[src/rtl/pll_seq_pkg.sv]
// Shared types and sizing helpers for the PLL reset sequencer.
package pll_seq_pkg;

  typedef enum logic [2:0] {
    PLL_RST   = 3'd0,
    WAIT_LOCK = 3'd1,
    STABLE    = 3'd2,
    RUN       = 3'd3,
    FAIL      = 3'd4
  } seq_state_t;

  // Timer must hold (largest cycle parameter - 1); never narrower than 1 bit.
  function automatic int timer_width(int rst_cycles, int lock_timeout, int stable_cycles);
    int m;
    m = rst_cycles;
    if (lock_timeout > m) m = lock_timeout;
    if (stable_cycles > m) m = stable_cycles;
    return (m < 2) ? 1 : $clog2(m);
  endfunction

  function automatic int retry_width(int max_retries);
    return (max_retries < 1) ? 1 : $clog2(max_retries + 1);
  endfunction

endpackage

[src/rtl/sync_2ff.sv]
// Two-flop synchronizer for a single asynchronous level signal.
module sync_2ff (
  input  logic clk,
  input  logic rst_n,
  input  logic d,
  output logic q
);

  logic meta;

  always_ff @(posedge clk or negedge rst_n) begin
    if (!rst_n) begin
      meta <= 1'b0;
      q    <= 1'b0;
    end else begin
      meta <= d;
      q    <= meta;
    end
  end

endmodule

[src/rtl/pll_reset_sequencer.sv]
// PLL bring-up / lock supervision sequencer; runs on the board clock and
// releases the downstream system reset only after a qualified stable lock.
module pll_reset_sequencer
  import pll_seq_pkg::*;
#(
  parameter int PLL_RST_CYCLES     = 16,
  parameter int LOCK_TIMEOUT       = 65536,
  parameter int LOCK_STABLE_CYCLES = 1024,
  parameter int MAX_RETRIES        = 3,
  parameter int W_LOSS             = 8
) (
  input  logic              clk,
  input  logic              rst_n,
  input  logic              locked,
  input  logic              restart,
  output logic              pll_areset,
  output logic              sys_rst,
  output logic              ready,
  output logic              fail,
  output logic [2:0]        state,
  output logic [W_LOSS-1:0] lock_loss_cnt
);

  localparam int TW = timer_width(PLL_RST_CYCLES, LOCK_TIMEOUT, LOCK_STABLE_CYCLES);
  localparam int RW = retry_width(MAX_RETRIES);

  localparam logic [TW-1:0] T_RST_END    = TW'(PLL_RST_CYCLES - 1);
  localparam logic [TW-1:0] T_LOCK_END   = TW'(LOCK_TIMEOUT - 1);
  localparam logic [TW-1:0] T_STABLE_END = TW'(LOCK_STABLE_CYCLES - 1);
  localparam logic [RW-1:0] RETRY_LIMIT  = RW'(MAX_RETRIES);

  seq_state_t        st, st_nxt;
  logic [TW-1:0]     timer, timer_nxt;
  logic [RW-1:0]     retry_cnt, retry_nxt;
  logic [W_LOSS-1:0] loss_cnt, loss_nxt;
  logic              locked_s;
  logic              entry;

  sync_2ff u_lock_sync (
    .clk   (clk),
    .rst_n (rst_n),
    .d     (locked),
    .q     (locked_s)
  );

  always_comb begin
    st_nxt    = st;
    retry_nxt = retry_cnt;
    loss_nxt  = loss_cnt;
    entry     = 1'b0;

    if (restart) begin
      // Restart re-enters PLL_RST even from PLL_RST, so the timer restarts too.
      st_nxt    = PLL_RST;
      retry_nxt = '0;
      entry     = 1'b1;
    end else begin
      case (st)
        PLL_RST: begin
          if (timer == T_RST_END) st_nxt = WAIT_LOCK;
        end
        WAIT_LOCK: begin
          if (locked_s) begin
            st_nxt = STABLE;
          end else if (timer == T_LOCK_END) begin
            if (retry_cnt == RETRY_LIMIT) begin
              st_nxt = FAIL;
            end else begin
              st_nxt    = PLL_RST;
              retry_nxt = retry_cnt + RW'(1);
            end
          end
        end
        STABLE: begin
          if (!locked_s) begin
            st_nxt = WAIT_LOCK;
          end else if (timer == T_STABLE_END) begin
            st_nxt    = RUN;
            retry_nxt = '0;
          end
        end
        RUN: begin
          if (!locked_s) begin
            st_nxt = PLL_RST;
            if (loss_cnt != {W_LOSS{1'b1}}) loss_nxt = loss_cnt + W_LOSS'(1);
          end
        end
        FAIL:    st_nxt = FAIL;
        default: st_nxt = PLL_RST;
      endcase
      if (st_nxt != st) entry = 1'b1;
    end

    timer_nxt = entry ? '0 : timer + TW'(1);

    // Moore decode from the state register only.
    pll_areset = (st == PLL_RST) || (st == FAIL);
    sys_rst    = (st != RUN);
    ready      = (st == RUN);
    fail       = (st == FAIL);
  end

  always_ff @(posedge clk or negedge rst_n) begin
    if (!rst_n) begin
      st        <= PLL_RST;
      timer     <= '0;
      retry_cnt <= '0;
      loss_cnt  <= '0;
    end else begin
      st        <= st_nxt;
      timer     <= timer_nxt;
      retry_cnt <= retry_nxt;
      loss_cnt  <= loss_nxt;
    end
  end

  assign state         = st;
  assign lock_loss_cnt = loss_cnt;

endmodule

[config.mk]
export PLATFORM = sky130hd
export DESIGN_NAME = pll_reset_sequencer
export DESIGN_NICKNAME = d
export VERILOG_FILES = /design/src/rtl/pll_seq_pkg.sv /design/src/rtl/sync_2ff.sv /design/src/rtl/pll_reset_sequencer.sv
export SDC_FILE = /design/constraint.sdc
export NUM_CORES = 1
export LEC_CHECK = 0
export ABC_AREA = 1
export BUFFER_PORTS_ARGS = -buffer_cell sky130_fd_sc_hd__buf_2
export CAP_MARGIN = 10
export CORE_ASPECT_RATIO = 1.25
export CORE_UTILIZATION = 56
export DETAILED_ROUTE_END_ITERATION = 8
export PLACE_DENSITY = 0.77
export RECOVER_POWER = 100
export SYNTH_ARGS = -nofsm -noshare
export SYNTH_HDL_FRONTEND = slang
export SYNTH_SLANG_ARGS = --single-unit
[constraint.sdc]
create_clock -name clk -period 4.1 [get_ports clk]
set_input_delay 0.41 -clock clk [delete_from_list [all_inputs] [get_ports clk]]
set_output_delay 0.41 -clock clk [all_outputs]
set_load 0.05 [all_outputs]
Word level (Yosys, flattened, before mapping):

Index checks and enable logic that the tools add are counted.

* flip-flop bits (word level): 31
* logic and storage cells: 52

* bitwise gates (word level): 2
* equal/unequal tests: 16
* $add $sub $neg: 3
* reduce and logical (&&, ||, !) cells: 5
* mux-type cells: 20

Operators by type and width (count)
* $mux W3: 9
* $add A16 B1 Y16 const B: 1
* $eq A16 B10 Y1 const B: 1
* $eq A16 B16 Y1 const B: 1
* $eq A16 B4 Y1 const B: 1
* $mux W16: 1
* $pmux W3 S5: 1
* $mux W2: 6
* $ne A3 B3 Y1 const B: 4
* $add A8 B1 Y8 const B: 1
* $ne A8 B8 Y1 const B: 1
* $eq A3 B2 Y1 const B: 2
* $ne A3 B2 Y1 const B: 2
* $reduce_and A6 Y1: 1
* $pmux W2 S2: 1
* $reduce_and A4 Y1: 1
* $eq A3 B1 Y1 const B: 1
* $eq A3 B3 Y1 const B: 1
* $logic_not A3 Y1: 1
* $ne A3 B3 Y1: 1
* $reduce_bool A3 Y1: 1
* $add A2 B1 Y2 const B: 1
* $eq A2 B2 Y1 const B: 1
* $mux W1: 2
* 2 further kinds: 3

Depth between registers and ports, before layout:

* depth in word-level cells: 10
* depth in mapped cells: 13
* gate-level depth less buffers: 12

Cells and area by module:

A second synthesis with hierarchy kept.

* cells, all modules: 197
* area, all modules: 1637.8 um^2

Modules (own cells, without submodules)
* pll_reset_sequencer: cells an instance 195, times used 1, sequential area each 725.7 um^2, area each 1587.8 um^2
* sync_2ff: cells an instance 2, times used 1, sequential area each 50.0 um^2, area each 50.0 um^2

Worst setup path before layout:

Ideal clock, no wire load.

* kind: register to register
* start point: register st[2], in the netlist state[2]
* end point: register timer[5]
* library setup time: 0.128 ns
* period minus slack after synthesis: 2.424 ns
* setup slack: 1.676 ns
* cell stages (with the launch flop): 13
* required time: 3.972 ns
* arrival: 2.297 ns
* buffers on the path: 1
* cell sequence: dfrtp_1 inv_2 nand2_1 inv_1 nand2_1 inv_2 nand2_1 nand2_2 nor2_4 nand3_1 nand3_4 buf_12 nor2_4

RTL lines
* start, declared: line pll_reset_sequencer.sv:32 `seq_state_t st, st_nxt;`
* start signal, assigned: line pll_reset_sequencer.sv:110 `st <= st_nxt;`
* $eq A3 B2 Y1
* via ready: line pll_reset_sequencer.sv:18 `output logic ready,`
* $pmux W3 S5: line pll_reset_sequencer.sv:58 `case (st)`
* $mux W3: line pll_reset_sequencer.sv:52 `if (restart) begin`
* $ne A3 B3 Y1: line pll_reset_sequencer.sv:91 `if (st_nxt != st) entry = 1'b1;`
* $mux W1: line pll_reset_sequencer.sv:91
* $mux W1: line pll_reset_sequencer.sv:52
* $mux W16: line pll_reset_sequencer.sv:94 `timer_nxt = entry ? '0 : timer + TW'(1);`
* via timer_nxt[5]: line pll_reset_sequencer.sv:33 `logic [TW-1:0] timer, timer_nxt;`
* end signal, assigned: line pll_reset_sequencer.sv:111 `timer <= timer_nxt;`
* end, declared: line pll_reset_sequencer.sv:33

The timed path passes the listed nets, and every way through them passes these cells. The select of a mux whose other input is x is not followed.
A chain may end at the register's enable or synchronous reset.

Final worst setup path:

* start point: register timer[0]
* end point: register timer[1]

* cells in the longest elaborated chain, start to end: 9

RTL lines (line)
* $eq A16 B10 Y1 or $eq A16 B16 Y1 (tied branches): pll_reset_sequencer.sv:77, pll_reset_sequencer.sv:65
* $mux W3 (on tied branches): pll_reset_sequencer.sv:77, pll_reset_sequencer.sv:65
* $mux W3 (on tied branches): pll_reset_sequencer.sv:75, pll_reset_sequencer.sv:63
* $pmux W3 S5: pll_reset_sequencer.sv:58
* $mux W3: pll_reset_sequencer.sv:52
* $ne A3 B3 Y1: pll_reset_sequencer.sv:91
* $mux W1: pll_reset_sequencer.sv:91
* $mux W1: pll_reset_sequencer.sv:52
* $mux W16 (*): pll_reset_sequencer.sv:94
* via timer_nxt[1]: pll_reset_sequencer.sv:33

The timed path passes the listed nets; every way through them passes the cells marked *. The select of a mux whose other input is x is not followed.

==> run metrics <==
Hold-fix buffers, CTS 0; WP data arrival 2.87 ns; met3 WL 102 um; syn_area_per_cell 8.58 um2; Finish-stage setup viols 0; Post-Syn Area 1750 um2; clk_lat worst skew 0.34 ns; endpoints failing hold 0; Hold WC Path Type input pin to flip-flop; Routed WL 3070 um; Cell Chain, Critical Path ha_1, nand2_1, nor2_1, nand2_1, inv_1, nand2_1, nand2_1, nand2_1, nand3_1, nand3_1, nor2_1; CP peak stage delay 0.85 ns; share of cells above drive strength 1 0.140; initial antenna violation count 0; CTS sink count 31; Synth Area in Adders 0.0214; Worst Path Max Fanout 16; pin count of the biggest net entering global routing 32; max-cap violations 1; DRT iter0 DRCs 37; status complete, but fails checks; first-pass GRT wire length 5250 um; period utilization 0.642; HPWL after DPL 2200 um; largest family of logic cells by synthesized area simple AND/OR/NAND/NOR gates; total die area 3350 um2; Mapped Nets 211; max frequency 380 MHz; CTS tree built; Post-Layout Cell Count 264; PwrDens 283 nW/um2; TritonCTS buffer count 5; GRT Residual Overflow 0; core area 2950 um2; vias in the first global route 1211; Post-Route Setup TNS 0 ns; Vias 1320; Clock Skew 0.0152 ns; post-synthesis xor/xnor area fraction 0.0901; VDD IR max 0.239 mV; Post-Synthesis Cells 204; YS warnings 0; Clk pwr share 0.347; # DRC 0; Clock transition at path regs 0.09 ns; Rel. slew slack -0.119; Switching Share 0.246; Yosys reg bits 31; critical path class flip-flop to flip-flop; DRT met1 WL 1450 um; crit start category flip-flop; LEAKAGE 0.000857 uW; Top Layer Used met4; post-CTS sizing 0; Synth-to-Final Area Change 6.93%; actual slew at the worst max-slew pin 1.68 ns; # diodes 0; DRT Pass-1 Iters 6; Worst EP required 4.33 ns; post-synthesis compound-gate area fraction 0.0329; Reg power frac 0.598; max-slew violation count 32; H-tree lvl count 2; number of routed nets with antenna violations 0; cell mode on critical path nand2_1; Internal 400 uW; dpl cells 257; Die W 52.0 um; failing checks max-capacitance violations, max-slew violations; Die Y 64.5 um; WL/cell 11.6 um; CP endpoint kind flip-flop; sequential share of the synthesized area 0.443; Comb pwr share 0.055; Overall Global Routing Usage 0.219; clock tree buffer depth 2; WL met2 1470 um; RSZ-0062 raised after global routing false; Worst path slowest cell nand3_1; routability congestion estimate 0.886; post-synthesis mux area share 0.00643; Net Sw Power 131 uW; clock root buffer clkbuf_4; I/O pin cnt 19; Synth Area in Simple Gates 0.332; PortBufs 18; postcts setup bufs 0; Avg Vias per Cell 5.00; std cell rows 22; Initial Util 0.594; count of unique library cells instantiated by Yosys 21; Nets 235; min Tclk post-route 2.63 ns
-- logic make-up (layout without fill, tap and decap cells) --
kind of cell,after synthesis,in the layout
XOR/XNOR,18,18
buffers and inverters,30,54
multiplexers,1,1
AND/OR/NAND/NOR,110,110
flip-flops,31,31
adder cells (fa/ha/maj),3,3
AO/OA/AOI/OAI,11,11
-- flip-flops by register name (all words and copies together), names as in the netlist --
register,count
timer,16
lock_loss_cnt,8
state,3
retry_cnt,2
u_lock_sync.meta,1
u_lock_sync.q,1
-- worst paths after layout --
kind | start | endpoint | slack (ns) | cells after the start
min in group asynchronous | rst_n | timer[6] | 0.48 | 1
setup reg to reg | timer[0] | timer[1] | 1.47 | 11
max in group asynchronous | rst_n | u_lock_sync.q | 2.63 | 1
setup / recovery | timer[0] | timer[1] | 1.47 | 11
hold reg to reg | u_lock_sync.meta | u_lock_sync.q | 0.36 | 0
hold / removal | locked | u_lock_sync.meta | 0.18 | 1
-- routing by layer --
metal / up-vias / track usage
li1: 675 / -
met1: 614 / 0.280
met2: 25 / 0.330
met3: 6 / 0.0728
met4: 0 / 0.101
met5: - / 0
-- power groups by stage --
| stage | Sequential [uW] | Clock [uW] | Combinational [uW] |
|---|---|---|---|
| detailed placement | 323 | 0 | 30.7 |
| floorplan | 323 | 0 | 19.7 |
| finish | 317 | 184 | 29.1 |
| global route | 318 | 202 | 33.9 |
| CTS | 317 | 190 | 30.8 |
| global placement | 323 | 0 | 28.7 |
-- cell usage in the layout (no fill, tap or decap) --
master / Yosys / layout
clkbuf_1: 0 / 16
o21ai_0: 5 / 5
inv_2: 4 / 2
nor2_1: 29 / 33
xnor2_1: 8 / 8
nand2_1: 33 / 34
nand3_1: 17 / 18
ha_1: 3 / 3
xor2_1: 10 / 10
clkbuf_8: 0 / 1
nand2_2: 6 / 5
buf_2: 0 / 2
nor3_1: 0 / 1
o21a_1: 1 / 1
mux2_2: 1 / 1
nor2_2: 8 / 4
clkinv_2: 0 / 1
inv_1: 25 / 27
a21oi_1: 5 / 5
nor2_4: 11 / 11
clkbuf_4: 0 / 5
nor4_1: 1 / 1
dfrtp_1: 31 / 31
nand4_1: 3 / 3
-- cells in the mapped netlist --
cell type,number,area [um2]
xnor2_1,8,70.1
buf_12,1,20.0
nor3_2,1,10.0
xor2_1,10,87.6
nor2_2,8,50.1
inv_1,25,93.8
nand3_4,1,17.5
o21ai_0,5,25.0
nor4_1,1,6.26
nor2_1,29,109
a21oi_1,5,25.0
nand2_1,33,124
nand3_1,17,85.1
inv_2,4,15.0
ha_1,3,37.5
mux2_2,1,11.3
nand4_1,3,18.8
nor2_4,11,124
o21a_1,1,7.51
nand2_2,6,37.5
dfrtp_1,31,776
-- critical path: cells and delay by family (launching register included) --
family / cells / cell delay (ns)
simple gates: 9 / 1.84
fa+ha+maj: 1 / 0.21
buf+inv: 1 / 0.13
flops: 1 / 0.38
-- area by class of cell --
cell class	count	area, um2
multi-input combinational	143	816
sequential	31	776
timing repair buffer	18	70.1
tap	36	45.0
fill	271	1070
clock inverter	1	5.00
clock buffer	6	51.3
inverter	29	109
-- through the flow --
stage | util | hold WS, ns | total power, uW | instance area (um2) | setup slack (ns)
detailed placement | 0.633 | 0.340 | 354 | 1870 | 2.22
global placement | 0.633 | 0.332 | 351 | 1870 | 2.26
global route | 0.636 | 0.158 | 553 | 1870 | 1.08
floorplan | - | 0.114 | 342 | 1750 | 1.68
finish | 0.636 | 0.181 | 530 | 1870 | 1.47
CTS | 0.653 | 0.122 | 538 | 1920 | 2.18
Note: power is estimated with default switching activity, not from simulation.
